==> src/rtl/piso_serializer.sv <==
// Parallel-in/serial-out transmitter: accepts an N-bit word over a valid/ready
// handshake and emits it one bit per clock with valid and last-bit strobes.
module piso_serializer #(
  parameter int N         = 4,
  parameter bit MSB_FIRST = 1'b1
) (
  input  logic         clk,
  input  logic         rst_n,
  input  logic         load_valid,
  input  logic [N-1:0] load_data,
  output logic         load_ready,
  output logic         sout,
  output logic         sout_valid,
  output logic         sout_last,
  output logic         busy
);

  localparam int CW = $clog2(N);
  localparam logic [CW-1:0] LAST_CNT = CW'(N - 1);

  typedef enum logic [0:0] {
    IDLE  = 1'b0,
    SHIFT = 1'b1
  } state_t;

  state_t         r_state;
  logic [CW-1:0]  r_count;
  logic [N-1:0]   r_shift;
  logic           r_sout;
  logic           r_soutValid;
  logic           r_soutLast;

  state_t         w_stateNext;
  logic [CW-1:0]  w_countNext;
  logic [N-1:0]   w_shiftNext;
  logic           w_soutNext;
  logic           w_validNext;
  logic           w_lastNext;
  logic           w_atLast;
  logic           w_xfer;
  logic           w_loadFirst;
  logic [N-1:0]   w_loadRest;
  logic           w_shiftBit;
  logic [N-1:0]   w_shiftRest;

  assign w_atLast   = (r_count == LAST_CNT);
  assign load_ready = rst_n && ((r_state == IDLE) || w_atLast);
  assign w_xfer     = load_valid && load_ready;

  // The shift register holds the bits still to be sent, next bit at the exit end
  assign w_loadFirst = MSB_FIRST ? load_data[N-1] : load_data[0];
  assign w_loadRest  = MSB_FIRST ? {load_data[N-2:0], 1'b0} : {1'b0, load_data[N-1:1]};
  assign w_shiftBit  = MSB_FIRST ? r_shift[N-1] : r_shift[0];
  assign w_shiftRest = MSB_FIRST ? {r_shift[N-2:0], 1'b0} : {1'b0, r_shift[N-1:1]};

  always_comb begin
    w_stateNext = r_state;
    w_countNext = r_count;
    w_shiftNext = r_shift;
    w_soutNext  = 1'b0;
    w_validNext = 1'b0;
    w_lastNext  = 1'b0;
    if (w_xfer) begin
      w_stateNext = SHIFT;
      w_countNext = '0;
      w_shiftNext = w_loadRest;
      w_soutNext  = w_loadFirst;
      w_validNext = 1'b1;
    end else begin
      case (r_state)
        IDLE: begin
          w_stateNext = IDLE;
        end
        SHIFT: begin
          if (w_atLast) begin
            w_stateNext = IDLE;
            w_countNext = '0;
            w_shiftNext = '0;
          end else begin
            w_countNext = r_count + 1'b1;
            w_shiftNext = w_shiftRest;
            w_soutNext  = w_shiftBit;
            w_validNext = 1'b1;
            w_lastNext  = (w_countNext == LAST_CNT);
          end
        end
        default: begin
          w_stateNext = IDLE;
          w_countNext = '0;
          w_shiftNext = '0;
        end
      endcase
    end
  end

  always_ff @(posedge clk or negedge rst_n) begin
    if (!rst_n) begin
      r_state     <= IDLE;
      r_count     <= '0;
      r_shift     <= '0;
      r_sout      <= 1'b0;
      r_soutValid <= 1'b0;
      r_soutLast  <= 1'b0;
    end else begin
      r_state     <= w_stateNext;
      r_count     <= w_countNext;
      r_shift     <= w_shiftNext;
      r_sout      <= w_soutNext;
      r_soutValid <= w_validNext;
      r_soutLast  <= w_lastNext;
    end
  end

  assign sout       = r_sout;
  assign sout_valid = r_soutValid;
  assign sout_last  = r_soutLast;
  assign busy       = (r_state == SHIFT);

endmodule

==> config.mk <==
export PLATFORM = sky130hd
export DESIGN_NAME = piso_serializer
export DESIGN_NICKNAME = d
export VERILOG_FILES = /design/src/rtl/piso_serializer.sv
export SDC_FILE = /design/constraint.sdc
export NUM_CORES = 1
export LEC_CHECK = 0
export ABC_AREA = 1
export BUFFER_PORTS_ARGS = -buffer_cell sky130_fd_sc_hd__buf_2
export CAP_MARGIN = 25
export CELL_PAD_IN_SITES_DETAIL_PLACEMENT = 0
export CELL_PAD_IN_SITES_GLOBAL_PLACEMENT = 1
export CORE_AREA = 10 10 47 49
export DETAILED_ROUTE_END_ITERATION = 10
export DIE_AREA = 0 0 57 59
export PLACE_DENSITY_LB_ADDON = 0.25
export SYNTH_ARGS = -nofsm -noshare
export SYNTH_HDL_FRONTEND = slang
export SYNTH_SLANG_ARGS = --single-unit
==> constraint.sdc <==
create_clock -name clk -period 1.8 [get_ports clk]
set_input_delay 0.36 -clock clk [delete_from_list [all_inputs] [get_ports clk]]
set_output_delay 0.36 -clock clk [all_outputs]
set_load 0.005 [all_outputs]
### Word-level counts from Yosys, hierarchy flattened

Cells that the tools add are included.
W data, S select, Z words.

* flip-flop bits (word level): 10
* input bits: 7

* add/sub/neg operators: 1
* equality and inequality tests: 2
* mux-type cells: 17
* bitwise logic cells: 1
* reductions and logical operators: 4

Operator list (count)
* $mux W4: 3
* $mux W1: 10
* $mux W2: 3
* $eq A2 B2 Y1 const B: 2
* $add A2 B1 Y2 const B: 1
* $logic_and A1 B1 Y1: 2
* $pmux W1 S2: 1
* $reduce_bool A2 Y1: 1
* $logic_or A1 B1 Y1: 1
* $not A1 Y1: 1

### Logic depth before layout (Yosys ltp)

* depth after elaboration: 5
* mapped depth: 7
* mapped depth without buffers: 7

### Worst setup path after synthesis

No wires, ideal clock.

* kind: register -> output
* start point: reg r_count[0]
* end point: out load_ready
* arrival time: 0.859 ns
* path slack: 0.581 ns
* cell stages (with the launch flop): 6
* path buffers: 0
* path through: dfrtp_1 ha_1 inv_1 nand2_4 inv_2 nor2_2

* cells in the longest elaborated chain, start to end: 3

Ends and longest elaborated chain
* start, declared: line 27 `logic [CW-1:0] r_count;`
* start signal, assigned: line 106 `r_count <= w_countNext;`
* $eq A2 B2 Y1: line 46 `assign w_atLast = (r_count == LAST_CNT);`
* $logic_or A1 B1 Y1: line 47 `assign load_ready = rst_n && ((r_state == IDLE) || w_atLast);`
* $logic_and A1 B1 Y1: line 47
* end, declared: line 11 `output logic load_ready,`

Every way passes these cells.

### Final worst setup path

Ends and elaborated chain as after synthesis.

==> results.py <==
metrics = {
    "critical_path": {
        "critPathCaptureType": "output port",
        "max_stage_delay_ps": 410,
        "regToRegSetupSlack_ps": 660,
        "critPathRequiredTime_ps": 1440,
        "cp_slowest_cell": "dfrtp_1",
        "reg2reg_from": "r_count[0]",
        "critPathBufInv": 3,
        "cp-startpoint": "r_count[0]",
        "path_cells": "ha_1, inv_1, nand2_4, inv_2, nor2_2, buf_2",
        "r2r-end": "r_shift[2]",
        "critical-path-top-delay-family": "flip-flops",
        "critPathKind": "register to output port",
        "critPathLaunchType": "register",
        "crit_arrival_ps": 1300,
        "r2r_cells": 6,
        "cp_max_fo": 6,
    },
    "timing": {
        "hold_viol_final": 0,
        "slew_headroom_pct": 85.8,
        "setup_viol": 0,
        "slew_viol_final": 0,
        "grt_setup_unrepaired": "no",
        "fin_skew_ps": 0.782,
        "timing.final.crit_period_ps": 1660,
        "fin_crit_sh_pct": 92.1,
        "finalSetupTns_ps": 0,
        "fmax_mhz": 603,
        "hold_slack_ps": 33.5,
        "tightestPinTransition_ps": 212,
    },
    "outcome": {
        "run_status": "complete, no violations",
    },
    "yosys": {
        "syn_area_per_cell_um2": 9.67,
        "synth.net_count": 50,
        "synth_area_leaders": "dfrtp_1 (50%), nand3_1 (10%), ha_1 (6.3%)",
        "yosysUniqueCellTypes": 15,
        "synth_top_area_share_pct": 50.5,
        "yosysWarnings": 0,
        "synth_area_um2": 397,
        "synth_area_leader_cell": "dfrtp_1",
        "seq_area_frac_synth_pct": 50.5,
        "postSynthCellCount": 41,
        "synth_seq_cells": 8,
    },
    "grt": {
        "top_usage_layer": "met2",
        "use_met3_pct": 3.65,
        "grtUsageTotal_pct": 5.65,
        "grt_pass1_vias": 357,
        "use_met1_pct": 6.03,
        "grt_max_degree": 12,
        "antenna_found_initial": 0,
        "grt_pass1_wl_mm": 1.45,
        "overflow": 0,
        "use_met2_pct": 7.91,
    },
    "layout": {
        "layout_common_cells": "buf_2 (11), nand3_1 (8), dfrtp_1 (8)",
        "syn_to_final_growth_pct": 24.6,
        "layout.nets": 66,
        "n_antenna_cell": 0,
        "fin_util_pct": 35.3,
        "finalNonFillerCells": 71,
        "drive_gt1_share_pct": 36.4,
        "final_common_cell": "buf_2",
    },
    "clock_network": {
        "ctsHoldBuffers": 0,
        "cts_setup_buffers": 0,
        "worstSkewPairLatency_ps": 250,
        "cts.clk_slew.worst_paths_ps": 50,
        "cts_buffer_depth": 2,
        "cts.sinks": 8,
        "ctsResizeCount": 0,
        "root_buffer": "clkbuf_4",
        "cts_made_buffers": 3,
        "cts_tree": "done",
        "htree_levels": 1,
    },
    "placement": {
        "dp_hpwl_um": 645,
        "port_buffers": 11,
        "gp_congestion": 0.677,
        "place_inst": 68,
    },
    "floorplanning": {
        "start_util_pct": 28.3,
        "die_area_um2": 3360,
        "pin_count": 12,
        "fp.coreArea_um2": 1400,
        "die_y_um": 59,
        "rows": 14,
        "die_x_um": 57,
    },
    "job": {
        "maxCapViolCount": 0,
    },
    "detailed_routing": {
        "avgViaCountPerCell": 4.46,
        "drt_first_iter_violations": 1,
        "num_vias": 317,
        "firstDrtPassIters": 4,
        "drtAntennaViolNets": 0,
        "routed_wl_um": 790,
        "wl_per_cell_um": 11.1,
        "drc_errors": 0,
    },
    "power_and_ir_drop": {
        "p_per_area_nw_per_um2": 1490,
        "vdd_ir_drop_max_v": 0.000725,
        "p_leak_uw": 0.000274,
    },
    "min_path": {
        "hold_path.class": "primary input to asynchronous set/reset pin",
    },
}
-- synth_stat cells (all sizes together) --
cell and number:
buf 1, inv 7, nand3b 1, dfrtp 8, nand4 2, o21ai 2
nand3 10, nand2 7, nor2 1, ha 2
-- worst reg2reg max path: stages, from the launching register on --
cell and delay [ps]:
dfrtp_1 410, ha_1 210, inv_1 90, nand2_4 80, nand3_4 120, nand3_1 80, nand3_1 80
-- power breakdown --
| part | internal [µW] | switching [µW] |
|---|---|---|
| Sequential | 254 | 58.3 |
| Combinational | 122 | 167 |
| Clock | 76.2 | 59.8 |
-- routing by layer --
| metal | vias to the layer above | wire length, µm |
|---|---|---|
| li1 | 164 | - |
| met2 | 11 | 331 |
| met3 | 2 | 60 |
| met1 | 140 | 381 |
| met4 | 0 | 17 |
| met5 | - | 0 |
-- cell type report --
type	count	area, µm²
Tap cell	16	20.0
Timing Repair Buffer	12	62.6
Sequential cell	8	200
Inverter	7	26.3
Clock buffer	3	22.5
Fill cell	145	907
Multi-Input combinational cell	25	163
-- cells by family (layout without fill, tap and decap cells) --
logic type / count (synthesis) / in the layout / synth area share, %
flops: 8 / 8 / 50.5
compound gates: 2 / 2 / 2.52
simple gates: 21 / 21 / 32.2
buf+inv: 8 / 22 / 8.52
fa+ha+maj: 2 / 2 / 6.31
-- sequential cells by signal (all words and copies together), names as in the netlist --
| register | count |
|---|---|
| r_count | 2 |
| sout_valid | 1 |
| sout_last | 1 |
| r_shift | 3 |
| sout | 1 |
-- stage by stage --
step                      setup slack, ps  instance area, µm²  power [µW]
after floorplan                       581                 397         519
after global placement                412                 472         613
after detailed placement              406                 472         616
after CTS                             125                 494         756
after global routing                 57.3                 494         823
final                                 142                 494         737
-- worst max-delay path by stage --
stage / to / slack [ps] / depth (start not counted)
final: load_ready / 140 / 6
after global placement: load_ready / 410 / 6
after CTS: load_ready / 120 / 6
after global routing: load_ready / 60 / 6
after detailed placement: load_ready / 410 / 6
after floorplan: load_ready / 580 / 5
No activity file was read; power rests on OpenSTA's default activity.
